`config.mk`:
```
export PLATFORM = sky130hd
export DESIGN_NAME = rf_wb_ctrl
export DESIGN_NICKNAME = d
export VERILOG_FILES = /design/src/rtl/rf_ctrl_pkg.sv /design/src/rtl/rr_arbiter.sv /design/src/rtl/rf_wb_ctrl.sv
export SDC_FILE = /design/constraint.sdc
export NUM_CORES = 1
export LEC_CHECK = 0
export ABC_AREA = 1
export CAP_MARGIN = 20
export CORE_ASPECT_RATIO = 1.1
export CORE_UTILIZATION = 48
export CTS_CLUSTER_DIAMETER = 100
export DETAILED_ROUTE_END_ITERATION = 10
export GPL_TIMING_DRIVEN = 0
export PLACE_DENSITY = 0.86
export REMOVE_ABC_BUFFERS = 1
export SYNTH_ARGS = -nofsm -noshare
export SYNTH_HDL_FRONTEND = slang
export SYNTH_SLANG_ARGS = --single-unit
```
`constraint.sdc`:
```
create_clock -name clk -period 5 [get_ports clk]
set_clock_uncertainty 0.05 [all_clocks]
set_input_delay 0.75 -clock clk [delete_from_list [all_inputs] [get_ports clk]]
set_output_delay 0.75 -clock clk [all_outputs]
set_load 0.05 [all_outputs]
```
`src/rtl/rf_ctrl_pkg.sv`:
```
// Shared types and sizes for the register-file write-back controller.
package rf_ctrl_pkg;

  localparam int NREG = 32;
  localparam int XLEN = 32;

  typedef logic [4:0]      reg_idx_t;
  typedef logic [XLEN-1:0] xlen_t;

endpackage

```
`src/rtl/rr_arbiter.sv`:
```
// Round-robin arbiter: one-hot grant to the first requester at or after the
// priority pointer; the pointer moves past the winner on every grant.
module rr_arbiter #(
  parameter int N = 3
) (
  input  logic         clk,
  input  logic         rst,
  input  logic [N-1:0] req_i,
  output logic [N-1:0] gnt_o
);

  localparam int PW = (N > 1) ? $clog2(N) : 1;

  logic [PW-1:0] ptr_q, ptr_d;
  logic          found;
  int            idx;

  // Search from the pointer, wrapping, and pick the first active request.
  always_comb begin
    gnt_o = '0;
    ptr_d = ptr_q;
    found = 1'b0;
    idx   = 0;
    for (int off = 0; off < N; off++) begin
      idx = int'(ptr_q) + off;
      if (idx >= N) idx = idx - N;
      if (!found && req_i[idx]) begin
        gnt_o[idx] = 1'b1;
        found      = 1'b1;
        ptr_d      = (idx == N - 1) ? '0 : PW'(idx + 1);
      end
    end
  end

  // Priority pointer register.
  always_ff @(posedge clk) begin
    if (rst) ptr_q <= '0;
    else     ptr_q <= ptr_d;
  end

endmodule

```
`src/rtl/rf_wb_ctrl.sv`:
```
// Write-back controller: arbitrates NREQ write-back sources onto the single
// register-file write port through one register stage and tracks pending
// destination registers for decode RAW/WAW checks.
// Optional feature macro: RF_WB_FWD_EN adds rs1_fwd/rs2_fwd/fwd_data bypass
// outputs and clears rsN_busy during the cycle the matching write is on the port.
module rf_wb_ctrl
  import rf_ctrl_pkg::*;
#(
  parameter int NREQ = 3,
  parameter int XLEN = rf_ctrl_pkg::XLEN
) (
  input  logic              clk,
  input  logic              rst,
  input  logic [NREQ-1:0]   req_valid,
  input  logic [NREQ*5-1:0] req_rd,
  input  logic [NREQ*XLEN-1:0] req_data,
  output logic [NREQ-1:0]   req_ready,
  input  logic              iss_valid,
  input  logic [4:0]        iss_rd,
  output logic              iss_ready,
  input  logic [4:0]        rs1,
  input  logic [4:0]        rs2,
  output logic              rs1_busy,
  output logic              rs2_busy,
`ifdef RF_WB_FWD_EN
  output logic              rs1_fwd,
  output logic              rs2_fwd,
  output logic [XLEN-1:0]   fwd_data,
`endif
  output logic              rf_we,
  output logic [4:0]        rf_rd,
  output logic [XLEN-1:0]   rf_wdata
);

  logic [NREQ-1:0] gnt;
  reg_idx_t        sel_rd;
  logic [XLEN-1:0] sel_data;

  logic            rf_we_q, rf_we_d;
  reg_idx_t        rf_rd_q, rf_rd_d;
  logic [XLEN-1:0] rf_wdata_q, rf_wdata_d;
  logic [NREG-1:0] busy_q, busy_d;

  // Requests are masked during reset so no grant escapes.
  rr_arbiter #(.N(NREQ)) u_arb (
    .clk   (clk),
    .rst   (rst),
    .req_i (req_valid & {NREQ{~rst}}),
    .gnt_o (gnt)
  );

  assign req_ready = gnt;

  // Select the granted requester's destination and data.
  always_comb begin
    sel_rd   = '0;
    sel_data = '0;
    for (int i = 0; i < NREQ; i++) begin
      if (gnt[i]) begin
        sel_rd   = req_rd[5*i +: 5];
        sel_data = req_data[XLEN*i +: XLEN];
      end
    end
  end

  // Write-port next state: x0 grants take the slot but never assert the write.
  always_comb begin
    rf_we_d    = (|gnt) && (sel_rd != 5'd0);
    rf_rd_d    = (|gnt) ? sel_rd   : rf_rd_q;
    rf_wdata_d = (|gnt) ? sel_data : rf_wdata_q;
  end

  // A reservation can only be taken on a register that is not already pending,
  // including one whose clearing write is on the port this cycle.
  assign iss_ready = (iss_rd == 5'd0) || !busy_q[iss_rd];

  // Scoreboard update: clear on write, then set, so a same-cycle set wins.
  always_comb begin
    busy_d = busy_q;
    if (rf_we_q) busy_d[rf_rd_q] = 1'b0;
    if (iss_valid && iss_ready && (iss_rd != 5'd0)) busy_d[iss_rd] = 1'b1;
    busy_d[0] = 1'b0;
  end

  // Registered write stage and scoreboard.
  always_ff @(posedge clk) begin
    if (rst) begin
      rf_we_q    <= 1'b0;
      rf_rd_q    <= '0;
      rf_wdata_q <= '0;
      busy_q     <= '0;
    end else begin
      rf_we_q    <= rf_we_d;
      rf_rd_q    <= rf_rd_d;
      rf_wdata_q <= rf_wdata_d;
      busy_q     <= busy_d;
    end
  end

  assign rf_we    = rf_we_q;
  assign rf_rd    = rf_rd_q;
  assign rf_wdata = rf_wdata_q;

`ifdef RF_WB_FWD_EN
  // The value being written this cycle can be bypassed to decode.
  assign rs1_fwd  = rf_we_q && (rf_rd_q == rs1) && (rs1 != 5'd0);
  assign rs2_fwd  = rf_we_q && (rf_rd_q == rs2) && (rs2 != 5'd0);
  assign fwd_data = rf_wdata_q;
  assign rs1_busy = busy_q[rs1] && !rs1_fwd;
  assign rs2_busy = busy_q[rs2] && !rs2_fwd;
`else
  assign rs1_busy = busy_q[rs1];
  assign rs2_busy = busy_q[rs2];
`endif

endmodule
```
==> impl_metrics.env <==
export IMPL_setup_slack_ns=0.354
export IMPL_path_clk_slew_ns=0.08
export IMPL_place_ws_ns=0.0492
export IMPL_insertedDiodeCount=0
export IMPL_criticalPathCategory="in2out"
export IMPL_slew_viol_final=0
export IMPL_h_tree_depth=3
export IMPL_cts_sinks=71
export IMPL_startpoint="rst"
export IMPL_p_leak_nw=2.58
export IMPL_core_sq_um=9350
export IMPL_tightest_slew_ns=0.999
export IMPL_final_common_cell="clkdlybuf4s50_1"
export IMPL_root_buffer="clkbuf_8"
export IMPL_p_per_area_nw_per_um2=630
export IMPL_synth_ff_latch_count=71
export IMPL_synth_top_flop_cell="dfxtp_1"
export IMPL_cap_violations=0
export IMPL_slew_headroom_pct=33.3
export IMPL_yosysWarnings=0
export IMPL_cts_buffer_depth=2
export IMPL_synth_cells=718
export IMPL_fp_dieH_um=105
export IMPL_seqCellArea_sq_um=1420
export IMPL_synth_edff_count=0
export IMPL_min_period_ns=4.65
export IMPL_routed_wl_mm=16.9
export IMPL_multi_input_area_sq_um=2750
export IMPL_antenna_found_initial=0
export IMPL_ys_seq_area_share_pct=30.9
export IMPL_wl_per_cell_um=17.1
export IMPL_fillerInstances=803
export IMPL_antenna_left=0
export IMPL_drive_above_1_share_pct=4.04
export IMPL_crit_fanout=40
export IMPL_utilization_pct=69.8
export IMPL_arrival_ns=3.85
export IMPL_seq_power_share_pct=21.1
export IMPL_startpoint_type="input pin"
export IMPL_design_die_area_sq_um=9980
export IMPL_cts_setup_buffers=0
export IMPL_ys_types=35
export IMPL_power_internal_mw=1.89
export IMPL_hold_viol=0
export IMPL_status="completed"
export IMPL_swShare_pct=54.1
export IMPL_vias=5831
export IMPL_grt_pass1_vias=5476
export IMPL_async_flop_share_pct=0
export IMPL_grt_usage_pct=33.2
export IMPL_portBuffers=175
export IMPL_hold_class="reg2reg"
export IMPL_post_dp_hpwl_mm=12.4
export IMPL_grt_overflow_total=0
export IMPL_clock_fmax_mhz=215
export IMPL_grt_pass1_wl_mm=25.9
export IMPL_areaGrowthSynthToFinish_pct=41.9
export IMPL_nNetsFinal=998
export IMPL_max_vdd_ir_drop_mv=0.485
export IMPL_numCtsBuffers=9
export IMPL_hold_path_startpoint="rf_wdata[24]$_SDFFE_PP0P_"
export IMPL_syn_mean_instance_area_sq_um=6.41
export IMPL_final_cell_mix="clkdlybuf4s50_1, nand2_1, o21ai_0, nand3_1, a21oi_1"
export IMPL_cts_tree="built"
export IMPL_post_route_period_util_pct=92.9
export IMPL_finalSetupViolCount=0
export IMPL_p_clk_share_pct=11.2
export IMPL_route_detailed_drc=0
export IMPL_clk_latency_ns=0.35
export IMPL_crit_path_end_kind="output pin"
export IMPL_rsz0062_at_grt="no"
export IMPL_p_comb_share_pct=67.7
export IMPL_start_util_pct=49.2
export IMPL_p_switching_mw=2.23
export IMPL_syn_area_sq_um=4600
export IMPL_drt_iter0_drc=506
export IMPL_reg2reg_from="u_arb.ptr_q[1]$_SDFFE_PP0P_"
export IMPL_first_pass_iters=5
export IMPL_rows=37
export IMPL_hold_buffers=0
export IMPL_grt_max_degree=41
export IMPL_io_pins=176
export IMPL_routed_via_density=5.93
export IMPL_fp_dieW_um=95.3
export IMPL_cp_required_ns=4.20
export IMPL_gp_congestion=0.996
export IMPL_final_setup_tns_ns=0
registers in the layout, summed over array words and instances, names as in the netlist:
register and cells:
rf_wdata 32, busy_q 31, rf_rd 5, u_arb.ptr_q 2, rf_we 1
worst max-delay path, cell delays in order:
cell	delay, ns
clkdlybuf4s50_1	0.69
buf_16	0.22
inv_4	0.08
nand3_1	0.08
nand2_1	0.08
a21oi_2	0.37
nand4_1	0.24
nand3_4	0.41
clkdlybuf4s50_1	0.91
layer usage:
metal / up-vias / share of wire [%] / global-route usage, %
met1: 2646 / 36 / 36.5
li1: 2785 / - / -
met2: 334 / 51 / 59.2
met3: 66 / 9.0 / 6.55
met5: - / 0 / 0
met4: 0 / 3.9 / 15.9
synth_stat cells (2+ instances only):
cell      number  share of area (%)
o21ai_1       15                1.6
o22ai_1        2               0.27
a22oi_1        6               0.98
nor2_1        71                5.8
nor3_1         9               0.98
a21oi_1       79                8.6
o221ai_1       9                1.7
buf_1          3               0.24
buf_6          8                2.0
nand3_2        5                1.1
o32ai_1        2               0.38
or2_1          2               0.27
buf_2         14                1.5
inv_2          3               0.24
a31oi_1        2               0.27
o21bai_1       3               0.49
inv_1         42                3.4
o21ai_0       89                9.7
nor2_2         3               0.41
dfxtp_1       71                 31
nand4_1       35                4.8
o211ai_1       3               0.49
clkbuf_1      15                1.2
nand2_1      129                 11
nand3_1       80                8.7
buf_4          6               0.98
ha_1           4                1.1
what timing repair did:
action,CTS,global route
resized for setup,0,3
hold endpoints to repair,0,0
setup endpoints to repair,0,3
path summary, 6_finish.rpt:
path / end / slack, ns / cells past startpoint
worst max-delay path: req_ready[0] / 0.35 / 9
worst min-delay path: rf_wdata[24]$_SDFFE_PP0P_ / 0.40 / 2
worst max register to register: rf_wdata[1]$_SDFFE_PP0P_ / 1.36 / 14
worst min register to register: rf_wdata[24]$_SDFFE_PP0P_ / 0.40 / 2
power groups by stage:
stage	Sequential, mW	Combinational (mW)	Clock, mW
after CTS	0.865	2.76	0.460
final	0.867	2.79	0.461
after floorplan	1.37	1.31	0
after global placement	0.868	2.63	0
after detailed placement	0.874	2.74	0
after global routing	0.881	3.00	0.489
kinds of logic (layout without fill, tap and decap cells):
kind of cell,count (synthesis),count (layout),synth area share [%]
buffers and inverters,93,242,9.82
DFF,71,71,30.9
adders and majority gates,4,4,1.09
AOI/OAI and AO/OA,212,212,24.9
and+or+nand+nor,338,338,33.3
final cells by class:
cell class / count / area share (%)
Inverter: 47 / 2.74
Multi-Input combinational cell: 554 / 42.1
Timing Repair Buffer: 179 / 28.1
Sequential cell: 71 / 21.8
Clock buffer: 10 / 1.96
Clock inverter: 6 / 1.07
Tap cell: 117 / 2.24
per-stage QoR:
| step | hold WS, ns | total power, mW | instances | cell area [sq um] |
|---|---|---|---|---|
| 6_report | 0.402 | 4.11 | 984 | 6530 |
| 5_1_grt | 0.416 | 4.36 | 984 | 6530 |
| 4_1_cts | 0.405 | 4.08 | 982 | 6480 |
| 3_5_place_dp | 0.390 | 3.62 | 966 | 6280 |
| 3_3_place_gp | 0.388 | 3.50 | 964 | 6220 |
| 2_1_floorplan | 0.398 | 2.68 | 672 | 4330 |
Power figures use the tool's default switching activity.
